===== src/rtl/tt_sweep_pkg.sv =====
// Shared types and helpers for the truth-table sweeper: FSM states, widths,
// and the mapping from input combination to truth-table bit position.
package tt_sweep_pkg;

  localparam int TT_BITS = 8;
  localparam int IN_BITS = 3;

  typedef enum logic [1:0] {
    IDLE   = 2'd0,
    SETTLE = 2'd1,
    SAMPLE = 2'd2,
    DONE   = 2'd3
  } tt_state_t;

  // Combination k = {in1,in2,in3} lands in tt_code[7-k], so 000 is the MSB.
  function automatic logic [IN_BITS-1:0] tt_bit(input logic [IN_BITS-1:0] idx);
    return IN_BITS'(TT_BITS - 1) - idx;
  endfunction

endpackage


===== src/rtl/settle_timer.sv =====
// Counts cycles while enabled; expire flags the last cycle of a settle interval.
module settle_timer #(
  parameter int SETTLE_CYCLES = 4,
  parameter int CNT_W         = 8
) (
  input  logic clk,
  input  logic rst_n,
  input  logic clear,
  input  logic enable,
  output logic expire
);

  localparam logic [CNT_W-1:0] LAST = CNT_W'(SETTLE_CYCLES - 1);

  logic [CNT_W-1:0] count;

  // NOTE: sequential state is written only with non-blocking assignments so
  // every flop samples the pre-edge values of its neighbours.
  always_ff @(posedge clk or negedge rst_n) begin
    if (!rst_n) begin
      count <= '0;
    end else if (clear) begin
      count <= '0;
    end else if (enable) begin
      count <= count + CNT_W'(1);
    end
  end

  assign expire = enable && (count == LAST);

endmodule


===== src/rtl/truth_table_sweeper.sv =====
// Walks a 3-input gate through all 8 input combinations, samples its output
// after each settle interval and compares the assembled code with an expected one.
module truth_table_sweeper
  import tt_sweep_pkg::*;
#(
  parameter int SETTLE_CYCLES = 4,
  parameter int CNT_W         = 8
) (
  input  logic               clk,
  input  logic               rst_n,
  input  logic               start,
  input  logic               abort,
  input  logic [TT_BITS-1:0] expected,
  output logic [IN_BITS-1:0] dut_in,
  input  logic               dut_out,
  output logic               busy,
  output logic               done,
  output logic [TT_BITS-1:0] tt_code,
  output logic               match
);

  tt_state_t          state, state_next;
  logic [IN_BITS-1:0] idx;
  logic [TT_BITS-1:0] expected_q;
  logic [TT_BITS-1:0] tt_code_next;
  logic               expire;

  settle_timer #(
    .SETTLE_CYCLES(SETTLE_CYCLES),
    .CNT_W        (CNT_W)
  ) u_settle_timer (
    .clk   (clk),
    .rst_n (rst_n),
    .clear (state != SETTLE),
    .enable(state == SETTLE),
    .expire(expire)
  );

  // NOTE: every combinational output gets a default first, so no path
  // through the block leaves it unassigned and no latch is inferred.
  always_comb begin
    tt_code_next = tt_code;
    if (state == SAMPLE) begin
      tt_code_next[tt_bit(idx)] = dut_out;
    end
  end

  always_comb begin
    state_next = state;
    unique case (state)
      IDLE:    if (start) state_next = SETTLE;
      SETTLE:  if (abort) state_next = IDLE;
               else if (expire) state_next = SAMPLE;
      SAMPLE:  if (abort) state_next = IDLE;
               else if (idx == IN_BITS'(TT_BITS - 1)) state_next = DONE;
               else state_next = SETTLE;
      DONE:    state_next = IDLE;
      default: state_next = IDLE;
    endcase
  end

  always_ff @(posedge clk or negedge rst_n) begin
    if (!rst_n) begin
      state      <= IDLE;
      idx        <= '0;
      tt_code    <= '0;
      match      <= 1'b0;
      expected_q <= '0;
    end else begin
      state   <= state_next;
      tt_code <= tt_code_next;
      if (state == IDLE && start) begin
        tt_code    <= '0;
        match      <= 1'b0;
        expected_q <= expected;
      end
      if (state == SAMPLE && state_next == SETTLE) begin
        idx <= idx + IN_BITS'(1);
      end
      // Leaving for IDLE (finish or abort) parks the gate inputs at 000.
      if (state_next == IDLE) begin
        idx <= '0;
      end
      // Compare against the code including the final capture made this cycle.
      if (state_next == DONE) begin
        match <= (tt_code_next == expected_q);
      end
    end
  end

  assign dut_in = idx;
  assign busy   = (state != IDLE);
  assign done   = (state == DONE);

endmodule


===== config.mk =====
export PLATFORM = sky130hd
export DESIGN_NAME = truth_table_sweeper
export DESIGN_NICKNAME = d
export VERILOG_FILES = /design/src/rtl/tt_sweep_pkg.sv /design/src/rtl/settle_timer.sv /design/src/rtl/truth_table_sweeper.sv
export SDC_FILE = /design/constraint.sdc
export NUM_CORES = 1
export LEC_CHECK = 0
export BUFFER_PORTS_ARGS = -buffer_cell sky130_fd_sc_hd__clkbuf_2
export CORE_ASPECT_RATIO = 1.2
export CORE_MARGIN = 5
export CORE_UTILIZATION = 43
export CTS_BUF_LIST = sky130_fd_sc_hd__clkbuf_4
export CTS_CLUSTER_SIZE = 24
export DETAILED_ROUTE_END_ITERATION = 10
export PLACE_DENSITY = 0.69
export SKIP_LAST_GASP = 1
export SLEW_MARGIN = 20
export SYNTH_ARGS = -nofsm -noshare
export SYNTH_HDL_FRONTEND = slang
export SYNTH_SLANG_ARGS = --single-unit

===== constraint.sdc =====
create_clock -name clk -period 3.7 [get_ports clk]
set_input_delay 0.185 -clock clk [delete_from_list [all_inputs] [get_ports clk]]
set_output_delay 0.185 -clock clk [all_outputs]
set_load 0.02 [all_outputs]

After elaboration in Yosys (flattened, before gate mapping)
Index checks and enable logic that the tools add are counted.

Add/subtract/negate cells: 3. Reductions and logical operators: 10. $mul: 0. Bitwise gates (word level): 0. Div/mod/pow operators: 0. Shift-type cells: 0. Multiplexer cells: 17. Order comparisons: 2. Eq/ne operators: 9.

Operators with widths (number): $mux 8 (4); $mux 2 (5); $add 8x1->8 const B (1); $bwmux 8 (1); $eq 8x2->1 const B (1); $eq 8x8->1 (1); $pmux 2 s4 (1); $reduce_bool 2->1 (4); $eq 2x2->1 const B (3); $mux 3 (2); $eq 2x1->1 const B (2); $logic_and 1x1->1 (4); $logic_not 2->1 (2); $lt 3x4->1 const B (1); $add 3x1->3 const B (1); $demux 1 s3 (1); $eq 3x3->1 const B (1); $ge 3x1->1 const B (1); $mux 1 (3); $sub 3x3->3 const A (1); $ne 2x1->1 const B (1).

Memory bits (writable): 0. Memory bits (read-only): 0. Register bits: 30. Memories kept: 0. Latch bits: 0.

Depth between registers and ports, before layout
Word-level depth: 9. Gate-level depth with buffers: 7. Depth with buffers taken out: 7.

Hierarchy
A second synthesis with hierarchy kept.

Cell total of the unflattened synthesis: 167. Area total of the unflattened synthesis: 1670.4 sq um.

By module, submodules not included: truth_table_sweeper (cells each 125, seq. area each 550.5 sq um, area an instance 1255.0 sq um, times used 1); settle_timer (cells each 42, seq. area each 200.2 sq um, area an instance 415.4 sq um, times used 1).

Least setup slack after synthesis
Ideal clock, no wire load.

Kind: register to register. Start: reg idx[0], in the netlist dut_in[0]. End: reg match. Data arrival time: 1.834 ns. Stages on the path, launching flop included: 7. Path buffers: 0. Slack: 1.774 ns. Period minus slack after synthesis: 1.926 ns. Cells stage by stage: dfrtp_1 > or3b_4 > nor2_1 > mux2i_1 > xor2_1 > o2111ai_1 > o31ai_2.

Word-level cells in the longest chain between the ends: 9. Elaborated cells between the ends (all ways): 16. Those cells by class: add/sub (1); order compare (2); eq/ne (3); mux (8); reduce/logical (2).

Ends and longest elaborated chain: start, declared (RTL line truth_table_sweeper.sv:23) `logic [IN_BITS-1:0] idx;`; start signal, assigned (RTL line truth_table_sweeper.sv:78) `idx <= idx + IN_BITS'(1);`; $sub 3x3->3 (RTL line tt_sweep_pkg.sv:17) `return IN_BITS'(TT_BITS - 1) - idx;`; $lt 3x4->1 (implied by the code) / $ge 3x1->1 (equally long branches) (RTL line truth_table_sweeper.sv:44) `tt_code_next[tt_bit(idx)] = dut_out;`; $logic_and 1x1->1 (implied by the code) (RTL line truth_table_sweeper.sv:44); $mux 1 (implied by the code) (RTL line truth_table_sweeper.sv:44); $demux 1 s3 (RTL line truth_table_sweeper.sv:44); $bwmux 8 (RTL line truth_table_sweeper.sv:44); $mux 8 (RTL line truth_table_sweeper.sv:43) `if (state == SAMPLE) begin`; $eq 8x8->1 (RTL line truth_table_sweeper.sv:86) `match <= (tt_code_next == expected_q);`; $mux 1 (RTL line truth_table_sweeper.sv:85) `if (state_next == DONE) begin`; end signal, assigned (RTL line truth_table_sweeper.sv:86); end, declared (RTL line truth_table_sweeper.sv:19) `output logic match`.

Parallel ways exist; a longest one is shown, timed or not. A chain may end at the register's enable or synchronous reset.

Worst setup path after layout
Start: reg idx[1], in the netlist dut_in[1]. End: reg match.

The elaborated chain is that of the path after synthesis.

==> results.md <==
* Outcome: finished, final reports clean
* Yosys reg bits at 30
* Period utilization at about three fifths
* Fin nets at 200
* CP Class: flip-flop to flip-flop
* Maximum capacitance violations at 0
* CP required at 3.94 ns
* Number of flops mapped to enable cells by yosys at 0
* Final setup viols at 0
* Crit path cell chain: ha_1 > ha_1 > nor2b_1 > o2111ai_1 > a211oi_1 > o2111ai_1 > o31ai_2
* Quantity of gates resized following cts at 0
* Site Rows at 24
* Iteration-0 DRC Markers at 21
* Peak Freq at about 450 MHz
* Syn_area_per_cell at 10.2 um2
* Slew headroom at approximately half
* Vias in the first global route at between 1000 and 1500
* CTS buffer count at 5
* Initial antenna violation count at 0
* Post-route ant nets at 0
* Final worst path period need at between 2 and 2.5 ns
* Die Height at ~76 um
* DR WL/cell at ~15 um
* CP peak stage delay at ~0.60 ns
* Post-DP HPWL at 2520 um
* Syn. warnings at 0
* Post-CTS Hold Fix Bufs at 1
* Worst endpoint data arrival time at between 2 and 2.5 ns
* Drt drc at 0
* Initial core utilization at 43.8%
* Global route total overflow at 0
* CTS sink count at 30
* DIE AREA at 4990 um2
* Top post-synthesis cells by area: dfrtp_1 (48%), mux2i_1 (8.2%), nor2_1 (6.4%)
* Aggregate global-route resource usage at 14.7%
* H-tree levels at 2
* Leakage at between 0.8 and 0.9 nW
* RSZ-0062 raised after global routing: false
* Worst-skew pair later-pin latency at 0.33 ns
* Cell taking the most area after synthesis: dfrtp_1
* Synthesized cell area at around 1600 um2
* CP Launch Type: flip-flop
* Root buf cell: clkbuf_4
* Bufs on Longest Clock Path at 2
* Hold WC Path Type: input pin to flip-flop
* Final core occ at ~50%
* Peak supply drop at ~0.27 mV
* Power per cell area at 459 nW/um2
* Die Wd at between 60 and 70 um
* Clock skew at about 0.015 ns
* # Post-CTS Setup Buffers at 0
* Dpl cells at ~220
* Largest net degree at the start of global routing at 31
* Synthesized instance count at 155
* Drt total wl at approximately 3300 um
* Worst-margin pin slew at roughly 0.77 ns
* Via/cell ratio at ~5.3
* Clk pin slew, worst setup/hold paths at around 0.10 ns
* Final hold violations at 0
* Slew Viols, Final at 0
* Final Instance Count excl. Fillers at 223
* WHS at roughly 0.067 ns
* First-pass GRT wire length at around 5600 um
* Pre-Repair DR Iteration Count at 4
* Diodes inserted at 0
* Crit end category: flip-flop
* Via count at roughly 1200
* Ports at 27
* Critical path's slowest cell: dfrtp_1
* Library cells used by synthesis at 40
* Post-synth top cells: dfrtp_1 (30), nor2_1 (27), mux2i_1 (13)
* Count leader, synth: dfrtp_1
* Share of cells above drive strength 1 at between 20% and 30%
* CTS tree: built
* Register area share after synthesis at between 40% and 50%
* Core area at 3600 um2
* Routability cong. at around 0.84
* CP Max Fanout at 10
* Post-synthesis net count at roughly 170
* TNS Setup at 0 ns
* Area share of the largest cell type after synthesis at between 40% and 50%
* FFs w/ async S/R, synth at between 90% and 100%
* Synthesis-to-finish area growth at 13.8%
* I/O Buffers at 26
* Ys flop type: dfrtp_1
* FILL cells at around 350
==> final timing paths <==
kind / to / start / depth (start not counted) / slack (ns)
max: match / dut_in[1] / 7 / 1.49
min: expected_q[7] / expected[7] / 3 / 0.07
max reg2reg: match / dut_in[1] / 7 / 1.49
min reg2reg: u_settle_timer.count[0] / u_settle_timer.count[0] / 1 / 0.46
max in group asynchronous: tt_code[2] / rst_n / 2 / 2.77
min in group asynchronous: dut_in[0] / rst_n / 2 / 0.45
==> stage by stage <==
| stage | cell area [um2] | total power (W) | setup slack [ns] |
|---|---|---|---|
| floorplan | 1580 | 0.000580 | 1.77 |
| global placement | 1730 | 0.000634 | 1.73 |
| detailed placement | 1730 | 0.000642 | 1.57 |
| CTS | 1800 | 0.000838 | 1.52 |
| global route | 1800 | 0.000878 | 1.37 |
| finish | 1800 | 0.000825 | 1.49 |
==> cell usage in the layout, fill, tap and decap left out, drive strengths merged, types with 5 or more instances in the layout <==
cell type  synthesis  final
mux2i             13     13
mux2               7      7
xor2               6      6
nor2              29     29
nand2              8      8
clkbuf             3     33
nand3              5      5
nor2b              7      7
dfrtp             30     30
==> sequential cells by signal, indices dropped and copies added (netlist names) <==
register / count
expected_q: 8
tt_code: 8
u_settle_timer.count: 8
dut_in: 3
state: 2
match: 1
==> final cells by class <==
| cell class | instances | area (um2) | share of cell area [%] |
|---|---|---|---|
| multi-input cells | 116 | 790 | 43.9 |
| flip-flops and latches | 30 | 751 | 41.8 |
| repair buffers | 27 | 140 | 7.80 |
| clock buffers | 7 | 52.6 | 2.92 |
| well taps | 39 | 48.8 | 2.72 |
| inverters | 4 | 15.0 | 0.836 |
==> power breakdown <==
part           switching, W  total (W)  leakage (nW)  internal, W
Clock              0.000105   0.000191        0.0322    0.0000862
Combinational      0.000107   0.000202         0.420    0.0000945
Sequential        0.0000512   0.000432         0.397     0.000381
==> cell families after synthesis <==
group | synth area share [%]
buffers and inverters | 2.46
adder cells (fa/ha/maj) | 2.38
AND/OR/NAND/NOR | 21.3
XOR/XNOR | 4.99
AO/OA/AOI/OAI | 8.08
flip-flops | 47.5
multiplexers | 13.2
==> routing by layer <==
layer / global-route usage (%) / routed length, um / vias to the layer above
li1: - / - / 589
met1: 17.7 / 1420 / 557
met2: 23.6 / 1670 / 24
met3: 4.87 / 169 / 6
met4: 6.22 / 63 / 0
met5: 0 / 0 / -
==> worst max-delay path: cells and delay by family (launching register included) <==
family	cells	cell delay, ns
simple gates	1	0.24
fa+ha+maj	2	0.40
compound gates	4	0.89
flops	1	0.60
No activity file was read; power rests on OpenSTA's default activity.
